`config.mk`:
```
export PLATFORM = sky130hd
export DESIGN_NAME = buzzer_sequencer
export DESIGN_NICKNAME = d
export VERILOG_FILES = /design/src/rtl/buzzer_sequencer.sv
export SDC_FILE = /design/constraint.sdc
export NUM_CORES = 1
export LEC_CHECK = 0
export CORE_AREA = 2 2 98 100
export DETAILED_ROUTE_END_ITERATION = 10
export DIE_AREA = 0 0 100 102
export HOLD_SLACK_MARGIN = 0.05
export PLACE_DENSITY = 0.57
export SETUP_SLACK_MARGIN = 0.1
export SLEW_MARGIN = 20
export SYNTH_ARGS = -nofsm -noshare
export SYNTH_HDL_FRONTEND = slang
export SYNTH_SLANG_ARGS = --single-unit
```
`constraint.sdc`:
```
create_clock -name FPGA_CLK -period 2.3 [get_ports FPGA_CLK]
set_input_delay 0.575 -clock FPGA_CLK [delete_from_list [all_inputs] [get_ports FPGA_CLK]]
set_output_delay 0.575 -clock FPGA_CLK [all_outputs]
set_load 0.01 [all_outputs]
```
`src/rtl/buzzer_sequencer.sv`:
```
// rtl/buzzer_sequencer.sv - shares one buzzer pin between three prioritised beep-pattern sources
module buzzer_sequencer #(
  parameter int TONE_DIV   = 56818,
  parameter int ON_CYCLES  = 5000000,
  parameter int OFF_CYCLES = 5000000,
  parameter int BEEPS0     = 1,
  parameter int BEEPS1     = 2,
  parameter int BEEPS2     = 3
) (
  input  logic       FPGA_CLK,
  input  logic       RESET_BUT,
  input  logic [2:0] req,
  input  logic       cancel,
  input  logic       mute,
  output logic       beep,
  output logic       busy,
  output logic [1:0] grant,
  output logic [2:0] pending
);

  localparam int MAX_CYC = (ON_CYCLES > OFF_CYCLES) ? ON_CYCLES : OFF_CYCLES;
  localparam int TMR_W   = (MAX_CYC > 1) ? $clog2(MAX_CYC) : 1;
  localparam int TONE_W  = (TONE_DIV > 1) ? $clog2(TONE_DIV) : 1;

  localparam logic [TMR_W-1:0]  ON_LAST   = TMR_W'(ON_CYCLES - 1);
  localparam logic [TMR_W-1:0]  OFF_LAST  = TMR_W'(OFF_CYCLES - 1);
  localparam logic [TONE_W-1:0] TONE_LAST = TONE_W'(TONE_DIV - 1);
  localparam logic [3:0]        NB0       = 4'(BEEPS0);
  localparam logic [3:0]        NB1       = 4'(BEEPS1);
  localparam logic [3:0]        NB2       = 4'(BEEPS2);

  typedef enum logic [1:0] {
    IDLE     = 2'd0,
    TONE_ON  = 2'd1,
    TONE_OFF = 2'd2
  } state_t;

  state_t            state_q, state_d;
  logic [TMR_W-1:0]  timer_q, timer_d;
  logic [TONE_W-1:0] tone_q, tone_d;
  logic              phase_q, phase_d;   // unmuted tone level; mute only masks the pin
  logic              beep_q, beep_d;
  logic [3:0]        beeps_q, beeps_d;
  logic [1:0]        grant_q, grant_d;
  logic [2:0]        pending_q, pending_d;
  logic [2:0]        clr;

  // Next-state logic: arbitration, burst/gap timing and tone generation
  always_comb begin
    state_d   = state_q;
    timer_d   = timer_q;
    tone_d    = tone_q;
    phase_d   = phase_q;
    beeps_d   = beeps_q;
    grant_d   = grant_q;
    clr       = 3'b000;

    case (state_q)
      IDLE: begin
        if (pending_q != 3'b000) begin
          if (pending_q[2]) begin
            grant_d = 2'd2;
            beeps_d = NB2;
            clr     = 3'b100;
          end else if (pending_q[1]) begin
            grant_d = 2'd1;
            beeps_d = NB1;
            clr     = 3'b010;
          end else begin
            grant_d = 2'd0;
            beeps_d = NB0;
            clr     = 3'b001;
          end
          state_d = TONE_ON;
          timer_d = '0;
          tone_d  = '0;
          phase_d = 1'b1;
        end
      end
      TONE_ON: begin
        if (timer_q == ON_LAST) begin
          state_d = TONE_OFF;
          timer_d = '0;
          tone_d  = '0;
          phase_d = 1'b0;
          if (beeps_q != 4'd0) begin
            beeps_d = beeps_q - 4'd1;
          end
        end else begin
          timer_d = timer_q + 1'b1;
          if (tone_q == TONE_LAST) begin
            tone_d  = '0;
            phase_d = ~phase_q;
          end else begin
            tone_d = tone_q + 1'b1;
          end
        end
      end
      TONE_OFF: begin
        if (timer_q == OFF_LAST) begin
          timer_d = '0;
          if (beeps_q == 4'd0) begin
            state_d = IDLE;
            grant_d = 2'd0;
          end else begin
            state_d = TONE_ON;
            tone_d  = '0;
            phase_d = 1'b1;
          end
        end else begin
          timer_d = timer_q + 1'b1;
        end
      end
      default: begin
        state_d = IDLE;
      end
    endcase

    // Cancel overrides everything, including a request in the same cycle
    if (cancel) begin
      state_d = IDLE;
      timer_d = '0;
      tone_d  = '0;
      phase_d = 1'b0;
      beeps_d = 4'd0;
      grant_d = 2'd0;
    end

    // New requests win over the grant-clear on the same edge
    pending_d = cancel ? 3'b000 : ((pending_q & ~clr) | req);
    beep_d    = phase_d & ~mute;
  end

  // State and datapath registers
  always_ff @(posedge FPGA_CLK or negedge RESET_BUT) begin
    if (!RESET_BUT) begin
      state_q   <= IDLE;
      timer_q   <= '0;
      tone_q    <= '0;
      phase_q   <= 1'b0;
      beep_q    <= 1'b0;
      beeps_q   <= 4'd0;
      grant_q   <= 2'd0;
      pending_q <= 3'b000;
    end else begin
      state_q   <= state_d;
      timer_q   <= timer_d;
      tone_q    <= tone_d;
      phase_q   <= phase_d;
      beep_q    <= beep_d;
      beeps_q   <= beeps_d;
      grant_q   <= grant_d;
      pending_q <= pending_d;
    end
  end

  assign beep    = beep_q;
  assign busy    = (state_q != IDLE);
  assign grant   = grant_q;
  assign pending = pending_q;

endmodule

```
# Word level (Yosys, flattened, before mapping)
# Cells that the tools add are included.
[totals] regBits=52 input_bits=7 out_inout_bits=7 elab_cells=85
[classes] n_addsub=3 n_eq_ne=10 mux=43 bitwise_logic=6 n_reduce_logical=15
[op_table] cell="2-to-1 mux 16 bit" n=6
[op_table] cell="2-to-1 mux 23 bit" n=3
[op_table] cell="case mux 16 bit (3 select lines)" n=1
[op_table] cell="case mux 23 bit (2 select lines)" n=1
[op_table] cell="2-to-1 mux 2 bit" n=12
[op_table] cell="adder 23 x 1 -> 23 bit (second input constant)" n=1
[op_table] cell="equality test 23 bit (second input constant)" n=1
[op_table] cell="!= test 3 bit (second input constant)" n=6
[op_table] cell="adder 16 x 1 -> 16 bit (second input constant)" n=1
[op_table] cell="equality test 16 bit (second input constant)" n=1
[op_table] cell="2-to-1 mux 4 bit" n=4
[op_table] cell="2-to-1 mux 3 bit" n=4
[op_table] cell="AND reduction 4 bit" n=3
[op_table] cell="nonzero test 3 bit" n=4
[op_table] cell="2-to-1 mux 1 bit" n=8
[op_table] cell="case mux 4 bit (2 select lines)" n=1
[op_table] cell="nonzero test 4 bit" n=2
[op_table] cell="case mux 2 bit (3 select lines)" n=1
[op_table] cell="zero test 4 bit" n=1
[op_table] cell="case mux 2 bit (2 select lines)" n=1
[op_table] cell="subtractor 4 x 1 -> 4 bit (second input constant)" n=1
[op_table] cell="bitwise AND 3 bit" n=1
[op_table] cell="NOT 3 bit" n=1
[op_table] cell="bitwise OR 3 bit" n=1
[op_table] cell="other kinds (10)" n=11

# Logic depth before layout (Yosys ltp)
[depth] ltp_word=8 depth_mapped=10 mapped_depth_nobuf=7

# Worst setup path before layout
# OpenSTA, ideal clock, no wires.
[synth_timing] path_kind="reg2reg" startpoint="reg state_q[0]" endpoint="reg timer_q[4]" setup_time_ps=72 arrival_time_ps=2307 t_required_ps=2228 setup_slack_ps=-79 path_stages_with_launch=11 n_path_buf=4 synth_period_minus_slack_ps=2379 cell_sequence="dfrtp_1 > inv_1 > ha_1 > buf_2 > or4b_2 > clkbuf_1 > a21oi_1 > buf_2 > a21oi_1 > buf_2 > nor2_1"
[synth_between] elab_chain_len=4 word_cells_on_any_way=9 classes_between="3 x eq/ne; 2 x mux; 4 x reduce/logical"
[synth_rtl] element="start: declaration" line_no="38" text="state_t state_q, state_d;"
[synth_rtl] element="start signal: assignment" line_no="146" text="state_q <= state_d;"
[synth_rtl] element="equality test 2 bit or equality test 2 x 1 -> 1 bit (tied branches)" line_no="58" text="case (state_q)"
[synth_rtl] element="OR reduction 2 bit (no source line)"
[synth_rtl] element="case mux 23 bit (2 select lines) or nonzero test 3 bit (tied branches)"
[synth_rtl] element="2-to-1 mux 23 bit or AND reduction 2 bit (tied branches)"
[synth_rtl] element="end signal: assignment" line_no="147" text="timer_q <= timer_d;"
[synth_rtl] element="end: declaration" line_no="39" text="logic [TMR_W-1:0] timer_q, timer_d;"
# Parallel ways exist; a longest one is shown, timed or not.
# A chain may end at the register's enable or synchronous reset.

# Worst setup path in the final report
[layout_timing] startpoint="reg timer_q[13]" endpoint="reg beeps_q[3]"
[layout_between] elab_chain_len=3
[layout_rtl] element="equality test 23 bit" line_no="81" text="if (timer_q == ON_LAST) begin"
[layout_rtl] element="!= test 3 bit (no source line)"
[layout_rtl] element="AND reduction 4 bit (no source line)"
[layout_rtl] element="end signal: assignment" line_no="151" text="beeps_q <= beeps_d;"
[layout_rtl] element="end: declaration" line_no="43" text="logic [3:0] beeps_q, beeps_d;"
# Every way passes these cells.

==> impl_results.md <==
- Fin crit share: 95.37%
- Die X: 100 µm
- Final WL: 7.500 mm
- HP Class: in2async
- DRT iter0 DRCs: 71
- Status: finished clean
- Category of the most critical setup path: reg2reg
- CTS Buf Count: 5
- CTS tree: yes
- CP max-delay cell: or4bb_4
- Utilization after layout: 42.38%
- Crit-path max FO: 8
- Cell variety after synth: 50
- Drt first pass iters: 4
- Top Ports: 14
- Required time of the critical path: 2.54 ns
- Routed WL per cell: 15.00 µm
- Synth warnings: 0
- Synth Area in Compound Gates: 14.64%
- Max cap viols: 0
- Slew Limit Fails: 0
- First-pass GRT wire length: around 13 mm
- IO buf count: 13
- RSZ-0062 raised after global routing: yes
- Post-route DRC: 0
- Worst slew margin: 66.95%
- Crit path from: timer_q[13]$_DFFE_PN0P_
- CP max stage delay: 0.55 ns
- WP data arrival: 2.43 ns
- Hold_buf cts: 0
- Clock power frac: 18.0%
- DP HPWL: 5.168 mm
- H-tree level count: 2
- Flops & latches, synth: 52
- Row count: 35
- Vias: 2688
- Number of global-route vias before repair: 2698
- Multi-input combinational cell area: 1754 µm²
- R2r startpoint: timer_q[13]$_DFFE_PN0P_
- Crit path capture type: register
- CTS Buffer Depth: 2
- Switching share of power: 38.22%
- Post-synth EDFFs: 0
- Setup WS post-layout: 0.1066 ns
- Worst-Skew Late Latency: between 0.3 and 0.4 ns
- Synth Area in Adders: 3.639%
- Mapped Area: 3094 µm²
- # setup viols final: 0
- Power Dens Cells: 809.2 nW/µm²
- Synth Area in XOR/XNOR: 5.944%
- Clock skew: about 0.018 ns
- Switching power: 1.194 mW
- Share of total power in sequential cells: 34.7%
- Final ANT Viol Nets: 0
- Main flop type after synthesis: dfrtp_1
- P&R area growth vs syn: 24.75%
- Final GP Congestion: 0.7982
- Pint: 1.930 mW
- Num Clock Sinks: 52
- Register area share after synthesis: 42.05%
- Mean post-synth cell area: 8.943 µm²
- Setup TNS: 0 ns
- DP Worst Slack: between 0.05 and 0.06 ns
- CP cell instances: or4bb_4 -> nor4_4 -> buf_6 -> a31oi_4 -> or4_4 -> a21oi_2
- Worst VDD drop: 0.0003312 V
- Largest family of logic cells by synthesized area: simple AND/OR/NAND/NOR gates
- Fillers: 890
- Reg area: 1301 µm²
- Clock transition at the registers of the reported paths: 0.11 ns
- Layout cells sized above 1: 19.02%
- Maximum clock rate: 455.9 MHz
- Tmin final: 2.193 ns
- Post-Synth Simple-Gate Area: 27.94%
- Antenna fix cells: 0
- Worst Tran Pin Value: between 0.4 and 0.5 ns
- Initial antenna violation count: 0
- Die area: between 10000 and 15000 µm²
- Fin. Hold Viols: 0
- CTS root buf: clkbuf_8
- Fraction of registers with async set/reset: 100.0%
- Nets: 404
- Vias per cell: 5.376
- Largest net degree at the start of global routing: 33
- Die H: 102 µm
- Gate Count Post-Synth: roughly 350
- Starting density of the core: 33.97%
- Mux cell area share after synthesis: 0.9705%
- Combinational fraction of design power: 47.3%
- GR Util All Layers: approximately 15%
- Area of the core: 9109 µm²
- Mapped Nets: 362
- Lkg Pwr: 1.502 nW
- CP startpoint kind: register
- Gr ovfl total: 0
## cells in the mapped netlist (2+ instances only)
| cell type | n | area (µm²) |
|---|---|---|
| o32ai_1 | 2 | 17.52 |
| and2_1 | 2 | 12.51 |
| nor4_1 | 8 | 50.05 |
| and3_1 | 4 | 25.02 |
| a2111o_1 | 2 | 22.52 |
| o21ai_0 | 8 | 40.04 |
| or4_1 | 4 | 30.03 |
| a21oi_1 | 20 | 100.1 |
| nor3b_1 | 2 | 15.01 |
| mux2i_1 | 3 | 30.03 |
| nand4b_1 | 3 | 26.28 |
| clkbuf_1 | 9 | 33.78 |
| nand4_1 | 10 | 62.56 |
| nand3b_1 | 8 | 60.06 |
| nor2_1 | 35 | 131.4 |
| nand2_1 | 25 | 93.84 |
| xor2_1 | 2 | 17.52 |
| o211ai_1 | 5 | 37.54 |
| nand2b_1 | 2 | 12.51 |
| nor3_1 | 16 | 80.08 |
| or3_1 | 5 | 31.28 |
| nand3_1 | 19 | 95.09 |
| and4_1 | 4 | 35.03 |
| or4b_2 | 2 | 20.02 |
| a31oi_1 | 20 | 125.1 |
| dfrtp_1 | 52 | 1301 |
| ha_1 | 9 | 112.6 |
| o31ai_1 | 2 | 15.01 |
| xnor2_1 | 19 | 166.4 |
| inv_1 | 21 | 78.83 |
| buf_2 | 4 | 20.02 |
## worst max-delay path, delay by kind of cell, from the launching register on
kind / cells / cell delay, ns
flops: 1 / 0.40
compound gates: 2 / 0.24
buf+inv: 1 / 0.17
simple gates: 3 / 1.29
## stage by stage
step / area [µm²] / cells / hold WS (ns) / power (mW)
after floorplan: 3146 / 346 / 0.2794 / 1.949
after global placement: 3568 / 483 / 0.4787 / 2.336
after detailed placement: 3568 / 483 / 0.4808 / 2.350
after CTS: 3700 / 494 / 0.2352 / 2.945
after global routing: 3860 / 500 / 0.2567 / 3.348
final: 3860 / 500 / 0.2205 / 3.123
## sequential cells by signal, indices dropped and copies added, names as in the netlist
name     cells
beep         1
beeps_q      4
grant        2
pending      3
phase_q      1
state_q      2
timer_q     23
tone_q      16
## power by group through the flow
stage,sequential [mW],clock [mW],combinational [mW]
6_report,1.09,0.562,1.48
5_1_grt,1.10,0.618,1.63
4_1_cts,1.08,0.592,1.27
3_5_place_dp,1.11,0,1.24
3_3_place_gp,1.11,0,1.23
2_1_floorplan,1.10,0,0.850
## layout by cell type (no fill, tap or decap), types with 3 or more instances in the layout
| cell type | count |
|---|---|
| nand4b_1 | 3 |
| dfrtp_1 | 52 |
| buf_12 | 4 |
| buf_4 | 28 |
| a21oi_1 | 14 |
| ha_1 | 8 |
| nand3_1 | 19 |
| a31oi_4 | 3 |
| or3_1 | 5 |
| nand4_1 | 10 |
| xnor2_1 | 19 |
| o21ai_0 | 8 |
| a21oi_2 | 5 |
| inv_1 | 21 |
| clkbuf_8 | 6 |
| clkdlybuf4s50_1 | 11 |
| a31oi_1 | 16 |
| or4_4 | 5 |
| mux2i_1 | 3 |
| nor4_1 | 8 |
| nor2_1 | 35 |
| buf_6 | 4 |
| and3_1 | 4 |
| o211ai_1 | 5 |
| and4_1 | 4 |
| nand3b_1 | 8 |
| nand2_1 | 25 |
| nor3_1 | 16 |
## layout make-up
| cell class | instances | area share [%] |
|---|---|---|
| inverters | 21 | 2.042 |
| clock inverters | 2 | 0.3890 |
| clock buffers | 6 | 2.139 |
| well taps | 111 | 3.598 |
| flip-flops and latches | 52 | 33.71 |
| multi-input cells | 257 | 45.45 |
| repair buffers | 51 | 12.67 |
## worst paths after layout
kind                                          end  depth (start not counted)  slack [ns]
max reg2reg                beeps_q[3]$_DFFE_PN0P_                          6        0.11
min                                beep$_DFF_PN0_                          1        0.22
max                        beeps_q[3]$_DFFE_PN0P_                          6        0.11
max in group asynchronous  tone_q[11]$_DFFE_PN0P_                          2        1.52
min in group FPGA_CLK      tone_q[15]$_DFFE_PN0P_                          1        0.53
min reg2reg                tone_q[15]$_DFFE_PN0P_                          1        0.53
## per-layer routing
metal / GRT usage, % / vias to the layer above / routed length, µm
met4: 4.742 / 0 / 98
met1: 20.39 / 1310 / 3755
met5: 0 / - / 0
met3: 2.257 / 9 / 115
met2: 26.30 / 19 / 3530
li1: - / 1350 / -
## kinds of logic after synthesis
logic type      after synthesis
buf+inv                      37
compound gates               67
mux                           3
simple gates                157
xor+xnor                     21
fa+ha+maj                     9
flops                        52
## repair_timing
action	in CTS	in global routing
pin swaps	5	9
endpoints found under the setup margin	14	41
setup buffers	3	3
cloned	0	3
resized for setup	4	19
No activity file was read; power rests on OpenSTA's default activity.
